`config.mk`:
```
export PLATFORM = sky130hd
export DESIGN_NAME = i2c_wbs_arbiter_flat
export DESIGN_NICKNAME = d
export VERILOG_FILES = /design/src/rtl/i2c_wbs_arbiter_if.sv /design/src/rtl/i2c_wbs_arbiter.sv /design/src/flat_wrapper.sv
export SDC_FILE = /design/constraint.sdc
export NUM_CORES = 1
export LEC_CHECK = 0
export ABC_AREA = 1
export BUFFER_PORTS_ARGS = -buffer_cell sky130_fd_sc_hd__buf_2
export CORE_MARGIN = 2
export CORE_UTILIZATION = 41
export DETAILED_ROUTE_END_ITERATION = 16
export PLACE_DENSITY = 0.87
export SLEW_MARGIN = 25
export SYNTH_ARGS = -nofsm -noshare
export SYNTH_HDL_FRONTEND = slang
export SYNTH_SLANG_ARGS = --single-unit
```
`constraint.sdc`:
```
create_clock -name clk -period 3.7 [get_ports clk]
set_input_delay 0 -clock clk [delete_from_list [all_inputs] [get_ports clk]]
set_output_delay 0 -clock clk [all_outputs]
set_load 0.01 [all_outputs]
```
`src/rtl/i2c_wbs_arbiter_if.sv`:
```
// Wishbone register-port link between a host and the shared I2C master.
// One instance per link; the requester side uses 'master', the responder side uses 'slave'.
// err only travels back toward a requester; the shared slave port never raises it.
interface i2c_wbs_arbiter_if #(
  parameter int DATA_W = 16,
  parameter int ADDR_W = 3,
  parameter int SEL_W  = 2
);
  logic [ADDR_W-1:0] adr;
  logic [DATA_W-1:0] wdat;
  logic [DATA_W-1:0] rdat;
  logic [SEL_W-1:0]  sel;
  logic              we;
  logic              stb;
  logic              cyc;
  logic              ack;
  logic              err;

  modport master (output adr, wdat, sel, we, stb, cyc, input rdat, ack);
  modport slave  (input adr, wdat, sel, we, stb, cyc, output rdat, ack, err);
endinterface

```
`src/rtl/i2c_wbs_arbiter.sv`:
```
// Two-host round-robin arbiter in front of the I2C master's Wishbone register port.
// Grant takes one IDLE cycle; while granted, the bus is a zero-latency combinational pass-through.
// The holder keeps the slave for its whole CYC; the loser sees ack=0; a stalled STB is aborted by the watchdog.
module i2c_wbs_arbiter #(
  parameter int DATA_W  = 16,
  parameter int ADDR_W  = 3,
  parameter int SEL_W   = 2,   // tie the select inputs off when DATA_W=8
  parameter int TIMEOUT = 255  // stalled STB cycles before abort; 0 disables the watchdog
) (
  input  logic                clk,
  input  logic                rst,
  i2c_wbs_arbiter_if.slave    m0,
  i2c_wbs_arbiter_if.slave    m1,
  i2c_wbs_arbiter_if.master   s,
  output logic [1:0]          gnt_o
);

  localparam int CNT_W = (TIMEOUT > 0) ? $clog2(TIMEOUT + 1) : 1;
  localparam logic [CNT_W-1:0] CNT_LAST = CNT_W'((TIMEOUT > 0) ? TIMEOUT - 1 : 0);

  typedef enum logic [1:0] {IDLE, GNT0, GNT1, ERR} state_t;

  state_t           state;
  logic             last_gnt;  // master served most recently; the other one wins a tie
  logic             own;       // master that holds (or held, in ERR) the slave
  logic [CNT_W-1:0] wd_cnt;
  logic             err0_q;
  logic             err1_q;

  logic g_cyc;
  logic g_stb;
  logic stall;
  logic expire;

  // Request lines of whichever master currently holds the grant.
  always_comb begin
    g_cyc = 1'b0;
    g_stb = 1'b0;
    case (state)
      GNT0: begin
        g_cyc = m0.cyc;
        g_stb = m0.stb;
      end
      GNT1: begin
        g_cyc = m1.cyc;
        g_stb = m1.stb;
      end
      default: ;
    endcase
    stall  = g_cyc & g_stb & ~s.ack;
    // An ack in the last allowed stall cycle still completes, because stall already excludes it.
    expire = (TIMEOUT != 0) && stall && (wd_cnt == CNT_LAST);
  end

  // Arbitration FSM, watchdog counter and the one-cycle abort pulses.
  always_ff @(posedge clk or negedge rst) begin
    if (!rst) begin
      state    <= IDLE;
      last_gnt <= 1'b1;
      own      <= 1'b0;
      wd_cnt   <= '0;
      err0_q   <= 1'b0;
      err1_q   <= 1'b0;
    end else begin
      err0_q <= 1'b0;
      err1_q <= 1'b0;
      case (state)
        IDLE: begin
          wd_cnt <= '0;
          if (m0.cyc && (!m1.cyc || last_gnt)) begin
            state <= GNT0;
            own   <= 1'b0;
          end else if (m1.cyc) begin
            state <= GNT1;
            own   <= 1'b1;
          end
        end
        GNT0, GNT1: begin
          if (!g_cyc) begin
            state    <= IDLE;
            last_gnt <= own;
            wd_cnt   <= '0;
          end else if (expire) begin
            state  <= ERR;
            wd_cnt <= '0;
            err0_q <= ~own;
            err1_q <= own;
          end else if (stall && (TIMEOUT != 0)) begin
            wd_cnt <= wd_cnt + CNT_W'(1);
          end else begin
            wd_cnt <= '0;
          end
        end
        ERR: begin
          wd_cnt <= '0;
          if (!(own ? m1.cyc : m0.cyc)) begin
            state    <= IDLE;
            last_gnt <= own;
          end
        end
        default: state <= IDLE;
      endcase
    end
  end

  // Slave-side mux and ack routing; everything is quiet outside GNT0/GNT1.
  always_comb begin
    s.adr  = '0;
    s.wdat = '0;
    s.sel  = '0;
    s.we   = 1'b0;
    s.stb  = 1'b0;
    s.cyc  = 1'b0;
    m0.ack = 1'b0;
    m1.ack = 1'b0;
    gnt_o  = 2'b00;
    case (state)
      GNT0: begin
        s.adr  = m0.adr;
        s.wdat = m0.wdat;
        s.sel  = m0.sel;
        s.we   = m0.we;
        s.stb  = m0.stb;
        s.cyc  = m0.cyc;
        m0.ack = s.ack;
        gnt_o  = 2'b01;
      end
      GNT1: begin
        s.adr  = m1.adr;
        s.wdat = m1.wdat;
        s.sel  = m1.sel;
        s.we   = m1.we;
        s.stb  = m1.stb;
        s.cyc  = m1.cyc;
        m1.ack = s.ack;
        gnt_o  = 2'b10;
      end
      default: ;
    endcase
  end

  assign m0.rdat = s.rdat;
  assign m1.rdat = s.rdat;
  assign m0.err  = err0_q;
  assign m1.err  = err1_q;

endmodule

```
`src/flat_wrapper.sv`:
```
// flat-port wrapper written by rule: the top's interface ports become plain ports
module i2c_wbs_arbiter_flat 
#(
  parameter int DATA_W  = 16,
  parameter int ADDR_W  = 3,
  parameter int SEL_W   = 2,                                             
  parameter int TIMEOUT = 255                                                             
)
  (clk, rst, gnt_o, m0_adr, m0_wdat, m0_sel, m0_we, m0_stb, m0_cyc, m0_rdat, m0_ack, m0_err, m1_adr, m1_wdat, m1_sel, m1_we, m1_stb, m1_cyc, m1_rdat, m1_ack, m1_err, s_adr, s_wdat, s_sel, s_we, s_stb, s_cyc, s_rdat, s_ack);
  i2c_wbs_arbiter_if #(.DATA_W(DATA_W), .ADDR_W(ADDR_W), .SEL_W(SEL_W)) m0_i ();
  i2c_wbs_arbiter_if #(.DATA_W(DATA_W), .ADDR_W(ADDR_W), .SEL_W(SEL_W)) m1_i ();
  i2c_wbs_arbiter_if #(.DATA_W(DATA_W), .ADDR_W(ADDR_W), .SEL_W(SEL_W)) s_i ();
  input  logic clk;
  input  logic rst;
  output logic [1:0] gnt_o;
  input wire logic [$bits(m0_i.adr)-1:0] m0_adr;
  input wire logic [$bits(m0_i.wdat)-1:0] m0_wdat;
  input wire logic [$bits(m0_i.sel)-1:0] m0_sel;
  input wire logic [$bits(m0_i.we)-1:0] m0_we;
  input wire logic [$bits(m0_i.stb)-1:0] m0_stb;
  input wire logic [$bits(m0_i.cyc)-1:0] m0_cyc;
  output wire logic [$bits(m0_i.rdat)-1:0] m0_rdat;
  output wire logic [$bits(m0_i.ack)-1:0] m0_ack;
  output wire logic [$bits(m0_i.err)-1:0] m0_err;
  input wire logic [$bits(m1_i.adr)-1:0] m1_adr;
  input wire logic [$bits(m1_i.wdat)-1:0] m1_wdat;
  input wire logic [$bits(m1_i.sel)-1:0] m1_sel;
  input wire logic [$bits(m1_i.we)-1:0] m1_we;
  input wire logic [$bits(m1_i.stb)-1:0] m1_stb;
  input wire logic [$bits(m1_i.cyc)-1:0] m1_cyc;
  output wire logic [$bits(m1_i.rdat)-1:0] m1_rdat;
  output wire logic [$bits(m1_i.ack)-1:0] m1_ack;
  output wire logic [$bits(m1_i.err)-1:0] m1_err;
  output wire logic [$bits(s_i.adr)-1:0] s_adr;
  output wire logic [$bits(s_i.wdat)-1:0] s_wdat;
  output wire logic [$bits(s_i.sel)-1:0] s_sel;
  output wire logic [$bits(s_i.we)-1:0] s_we;
  output wire logic [$bits(s_i.stb)-1:0] s_stb;
  output wire logic [$bits(s_i.cyc)-1:0] s_cyc;
  input wire logic [$bits(s_i.rdat)-1:0] s_rdat;
  input wire logic [$bits(s_i.ack)-1:0] s_ack;
  assign m0_i.adr = m0_adr;
  assign m0_i.wdat = m0_wdat;
  assign m0_i.sel = m0_sel;
  assign m0_i.we = m0_we;
  assign m0_i.stb = m0_stb;
  assign m0_i.cyc = m0_cyc;
  assign m0_rdat = m0_i.rdat;
  assign m0_ack = m0_i.ack;
  assign m0_err = m0_i.err;
  assign m1_i.adr = m1_adr;
  assign m1_i.wdat = m1_wdat;
  assign m1_i.sel = m1_sel;
  assign m1_i.we = m1_we;
  assign m1_i.stb = m1_stb;
  assign m1_i.cyc = m1_cyc;
  assign m1_rdat = m1_i.rdat;
  assign m1_ack = m1_i.ack;
  assign m1_err = m1_i.err;
  assign s_adr = s_i.adr;
  assign s_wdat = s_i.wdat;
  assign s_sel = s_i.sel;
  assign s_we = s_i.we;
  assign s_stb = s_i.stb;
  assign s_cyc = s_i.cyc;
  assign s_i.rdat = s_rdat;
  assign s_i.ack = s_ack;
  i2c_wbs_arbiter #(.DATA_W(DATA_W), .ADDR_W(ADDR_W), .SEL_W(SEL_W), .TIMEOUT(TIMEOUT)) u_core (.clk(clk), .rst(rst), .m0(m0_i), .m1(m1_i), .s(s_i), .gnt_o(gnt_o));
endmodule
```
Yosys cells after proc, flatten, opt, wreduce, memory -nomap -nowiden
Index checks and enable logic that the tools add are counted.
{"block": "word_totals", "register_bits": 14, "inputBits": 67, "output_inout_bits": 62, "elab_cells": 62}
{"block": "op_classes", "add_sub_neg": 1, "eq_ne": 8, "n_mux": 31, "bitwise": 4, "reduce_logical": 12}
{"operator": "16-bit case mux with 2 select lines", "n": 1}
{"operator": "8-bit 2-to-1 mux", "n": 3}
{"operator": "8-bit case mux with 2 select lines", "n": 1}
{"operator": "1-bit 2-to-1 mux", "n": 13}
{"operator": "2-bit 2-to-1 mux", "n": 5}
{"operator": "8-bit by 1-bit adder with 8-bit output, second input constant", "n": 1}
{"operator": "8-bit == test, second input constant", "n": 1}
{"operator": "1-bit case mux with 2 select lines", "n": 4}
{"operator": "2-bit case mux with 2 select lines", "n": 2}
{"operator": "3-bit by 2-bit != test with 1-bit output, second input constant", "n": 2}
{"operator": "2-bit case mux with 3 select lines", "n": 1}
{"operator": "3-bit case mux with 2 select lines", "n": 1}
{"operator": "3-bit AND reduction", "n": 2}
{"operator": "2-bit == test, second input constant", "n": 2}
{"operator": "2-bit != test, second input constant", "n": 2}
{"operator": "2-bit nonzero test", "n": 2}
{"operator": "2-bit OR reduction", "n": 2}
{"operator": "1-bit AND", "n": 2}
{"operator": "2-bit by 1-bit == test with 1-bit output, second input constant", "n": 1}
{"operator": "1-bit logical AND", "n": 2}
{"operator": "2-bit zero test", "n": 1}
{"operator": "1-bit inverter", "n": 2}
{"operator": "2-bit AND reduction", "n": 1}
{"operator": "1-bit zero test", "n": 1}
{"operator": "1-bit logical OR", "n": 1}

Logic depth before layout (Yosys ltp)
{"block": "depth", "ltp_word": 8, "depth_mapped": 11, "mapped_depth_nobuf": 10}

Worst setup path after synthesis
No wires, ideal clock.
{"block": "synth_path", "path_kind": "flip-flop to flip-flop", "from": "reg u_core.state[0]", "to": "reg u_core.state[0]", "setup_ns": 0.117, "arrival_time_ns": 1.315, "required_time_ns": 3.583, "path_slack_ns": 2.268, "path_stages_with_launch": 12, "path_buffers": 1, "synth_period_minus_slack_ns": 1.432, "cell_sequence": "dfrtp_1 > inv_1 > ha_1 > buf_2 > nand2_1 > nand2_1 > nand2_2 > inv_1 > nand2_1 > nand2_1 > nand3_1 > nand2_1"}
{"block": "synth_between", "elab_chain_cells": 7, "word_cells_on_any_way": 16, "classes_between": "eq/ne (6); mux (4); bitwise (2); reduce/logical (4)"}
{"item": "from (decl)", "line": "i2c_wbs_arbiter.sv:23", "rtl": "state_t state;"}
{"item": "from (signal assigned)", "line": "i2c_wbs_arbiter.sv:58", "rtl": "state <= IDLE;"}
{"item": "from (signal assigned)", "line": "i2c_wbs_arbiter.sv:71", "rtl": "state <= GNT0;"}
{"item": "from (signal assigned)", "line": "i2c_wbs_arbiter.sv:74", "rtl": "state <= GNT1;"}
{"item": "2-bit == test or 2-bit by 1-bit == test with 1-bit output (tied branches)"}
{"item": "1-bit case mux with 2 select lines (*)"}
{"item": "named net s_cyc", "line": "flat_wrapper.sv:39", "rtl": "output wire logic [$bits(s_i.cyc)-1:0] s_cyc;"}
{"item": "1-bit AND (2 in series)", "line": "i2c_wbs_arbiter.sv:50", "rtl": "stall = g_cyc & g_stb & ~s.ack;"}
{"item": "1-bit logical AND", "line": "i2c_wbs_arbiter.sv:52", "rtl": "expire = (TIMEOUT != 0) && stall && (wd_cnt == CNT_LAST);"}
{"item": "3-bit by 2-bit != test with 1-bit output (no line)"}
{"item": "3-bit AND reduction (no line)"}
The timed path passes the listed nets; every way through them passes the cells marked *.
A chain may end at the register's enable or synchronous reset.

Final worst setup path
{"block": "layout_path", "from": "reg u_core.state[1]", "to": "out s_wdat[9]"}
{"block": "layout_between", "elab_chain_cells": 2, "word_cells_on_any_way": 3, "classes_between": "eq/ne (2); mux (1)"}
{"item": "2-bit == test or 2-bit by 1-bit == test with 1-bit output (tied branches)", "line": "i2c_wbs_arbiter.sv:117", "rtl": "case (state)"}
{"item": "16-bit case mux with 2 select lines (*)", "line": "i2c_wbs_arbiter.sv:117"}
{"item": "to (decl)", "line": "flat_wrapper.sv:35", "rtl": "output wire logic [$bits(s_i.wdat)-1:0] s_wdat;"}
Every way passes the cells marked *; elsewhere a longest branch is shown, timed or not.

==> flow_metrics.tcl <==
set metrics [dict create \
    worst_slack_ns 1.601 \
    final.min_clock_period_ns 2.099 \
    drtAntennaViolNets 0 \
    ys_seq_area_share_pct 24.80 \
    p_clk_share_pct 12.3 \
    dp_hpwl_mm 2.841 \
    drt-vias-per-instance 4.530 \
    ioPinCount 129 \
    clock.fmax_mhz 476.5 \
    ys_warn_count 0 \
    grt_pass1_vias 1285 \
    routed_wl_mm 3.463 \
    ctsHoldBuffers 1 \
    grt_usage_pct 17.85 \
    setup_viol 0 \
    critPathMaxFanout 25 \
    ir_drop_uv 300.8 \
    wl_per_cell_um 11.39 \
    cts_tree "done" \
    drive_above_1_share_pct 36.43 \
    fp.coreArea_um2 3337 \
    period_share_pct 56.72 \
    syn_to_final_growth_pct 15.80 \
    crit_path_start_kind "flop" \
    r2r_slack_ns 1.64 \
    clk_pin_slew_ns 0.08 \
    vias 1377 \
    grt_setup_unrepaired "no" \
    critPathKind "flop to primary output" \
    crit_chain "inv_1 > ha_1 > nand2_1 > a21oi_1 > buf_2" \
    postCtsSetupBuffers 0 \
    netlist.area_leader.share_pct 22.95 \
    drtIter0Drc 53 \
    cts_buffer_depth 2 \
    reg2reg_to "u_core.state[0]$_DFFE_PN0P_" \
    diodes 0 \
    cts_resized 0 \
    antenna_found_initial 0 \
    gp_congestion 0.7729 \
    start_util_pct 42.48 \
    synth_nets 288 \
    required_ns 3.70 \
    die_h_um 62.80 \
    cts_buffers 3 \
    rows 21 \
    final_common_cell "buf_2" \
    switching_share_pct 49.11 \
    p_leak_nw 0.9004 \
    utilization_pct 49.19 \
    syn_area_um2 1418 \
    layout.nets 334 \
    p_int_mw 0.4331 \
    final_cells 304 \
    cp_slowest_cell "ha_1" \
    drc_errors 0 \
    grt_pass1_wl_mm 5.761 \
    yosys-top-cells-area "dfrtp_1, nand2_1, buf_4, a21oi_1, ha_1" \
    skew_ns 0.003294 \
    worstSetupEndpointType "primary output" \
    yosys.area.top_type "dfrtp_1" \
    setup_tns_ns 0 \
    layout_common_cells "buf_2, nand2_1, a21oi_1" \
    gr-total-overflow 0 \
    power_switching_mw 0.4180 \
    port_buffers 80 \
    cts_sinks 14 \
    hold_viol 0 \
    syn-instance-count 213 \
    syn_avg_cell_area_um2 6.655 \
    hold_path_class "primary input to primary output" \
    combinationalPowerShare_pct 64.3 \
    drv_cap 0 \
    h-tree-depth 1 \
    outcome "finished clean" \
    drv_slew 0 \
    dp_cells 299 \
    power.density_nw_per_um2 518.5 \
    critical-path-max-stage-delay_ns 0.70 \
    die_w_um 62.80 \
    hold_end "m1_rdat[11]" \
    pwr-share-seq_pct 23.3 \
    ys_types 22 \
    die-area_um2 3944 \
    grt_max_degree 26 \
    arrival_ns 2.10 \
    clockRootBuffer "clkbuf_4" \
    worstHoldStart "s_rdat[11]" \
    r2r_start "u_core.state[1]$_DFFE_PN0P_" \
    synth_seq_cells 14 \
    worst_pin_slew_ns 0.8146 \
    drt_first_pass_iters 4 \
    slew_headroom_pct 45.70 \
    post-place-ws_ns 1.613 \
    insertion_delay_ns 0.27 \
    r2r_cells 9 \
    holdPathStages 0 \
]
## cells by family after synthesis
family,count (synthesis),synth area share (%)
AOI/OAI and AO/OA,29,11.65
DFF,14,24.80
buffers and inverters,55,23.74
adders and majority gates,8,7.061
and+or+nand+nor,102,29.66
xor gates and xnor gates,5,3.089
## flip-flops by register name, summed over array words and instances (netlist names)
signal,cells
u_core.wd_cnt,8
u_core.state,2
u_core.last_gnt,1
u_core.m0.err,1
u_core.m1.err,1
u_core.own,1
## power groups by stage
stage | logic (mW) | clock network [mW] | registers (mW)
final | 0.548 | 0.105 | 0.198
after global routing | 0.619 | 0.121 | 0.201
after CTS | 0.551 | 0.111 | 0.198
after detailed placement | 0.548 | 0 | 0.202
after global placement | 0.538 | 0 | 0.199
after floorplan | 0.421 | 0 | 0.196
## how the worst max path moves through the flow
stage | start | endpoint | slack (ns)
floorplan | u_core.state[0]$_DFFE_PN0P_ | u_core.state[0]$_DFFE_PN0P_ | 2.27
global placement | u_core.state[1]$_DFFE_PN0P_ | u_core.state[0]$_DFFE_PN0P_ | 1.73
detailed placement | u_core.state[1]$_DFFE_PN0P_ | u_core.state[1]$_DFFE_PN0P_ | 1.61
CTS | u_core.state[1]$_DFFE_PN0P_ | s_wdat[9] | 1.58
global route | u_core.state[1]$_DFFE_PN0P_ | u_core.state[1]$_DFFE_PN0P_ | 1.33
finish | u_core.state[1]$_DFFE_PN0P_ | s_wdat[9] | 1.60
## final cells by class
class | instances | area [µm²]
well taps | 46 | 57.56
repair buffers | 81 | 410.4
clock buffers | 4 | 36.28
multi-input cells | 144 | 729.5
fillers | 367 | 1695
inverters | 15 | 56.30
flip-flops and latches | 14 | 351.6
## metrics by stage
stage                     cell area, µm²  hold slack, ns  power (mW)
after detailed placement            1595        -0.08760      0.7502
after global placement              1595        -0.09158      0.7368
after global routing                1642      0.00002210      0.9412
after CTS                           1642       0.0001061      0.8602
after floorplan                     1418         -0.2956      0.6177
final                               1642     0.000003282      0.8511
## per-layer routing
metal	wire [µm]	share of wire (%)	track usage, %	up-vias
met3	228	6.6	4.685	13
met1	1510	44	22.63	596
met2	1651	48	29.44	52
met4	73	2.1	5.833	0
li1	-	-	-	716
met5	0	0	0	-
## worst max-delay path, delay by kind of cell (launching register included)
family          cells  cell delay, ns
simple gates        1            0.12
compound gates      1            0.26
fa+ha+maj           1            0.70
flops               1            0.43
buf+inv             2            0.31
## cells in the mapped netlist
master	count
o21ai_0	3
nand2_1	70
or2_1	1
nor2_1	14
dfstp_2	1
ha_1	8
nor2_4	1
xor2_1	4
clkbuf_1	2
dfrtp_1	13
nand2_2	5
a21boi_0	1
inv_1	15
nand3_1	9
a21oi_2	1
buf_2	5
a21oi_1	23
nor3_1	1
nor2_2	1
o21bai_4	1
buf_4	33
xnor2_1	1
No activity file was read; power rests on OpenSTA's default activity.
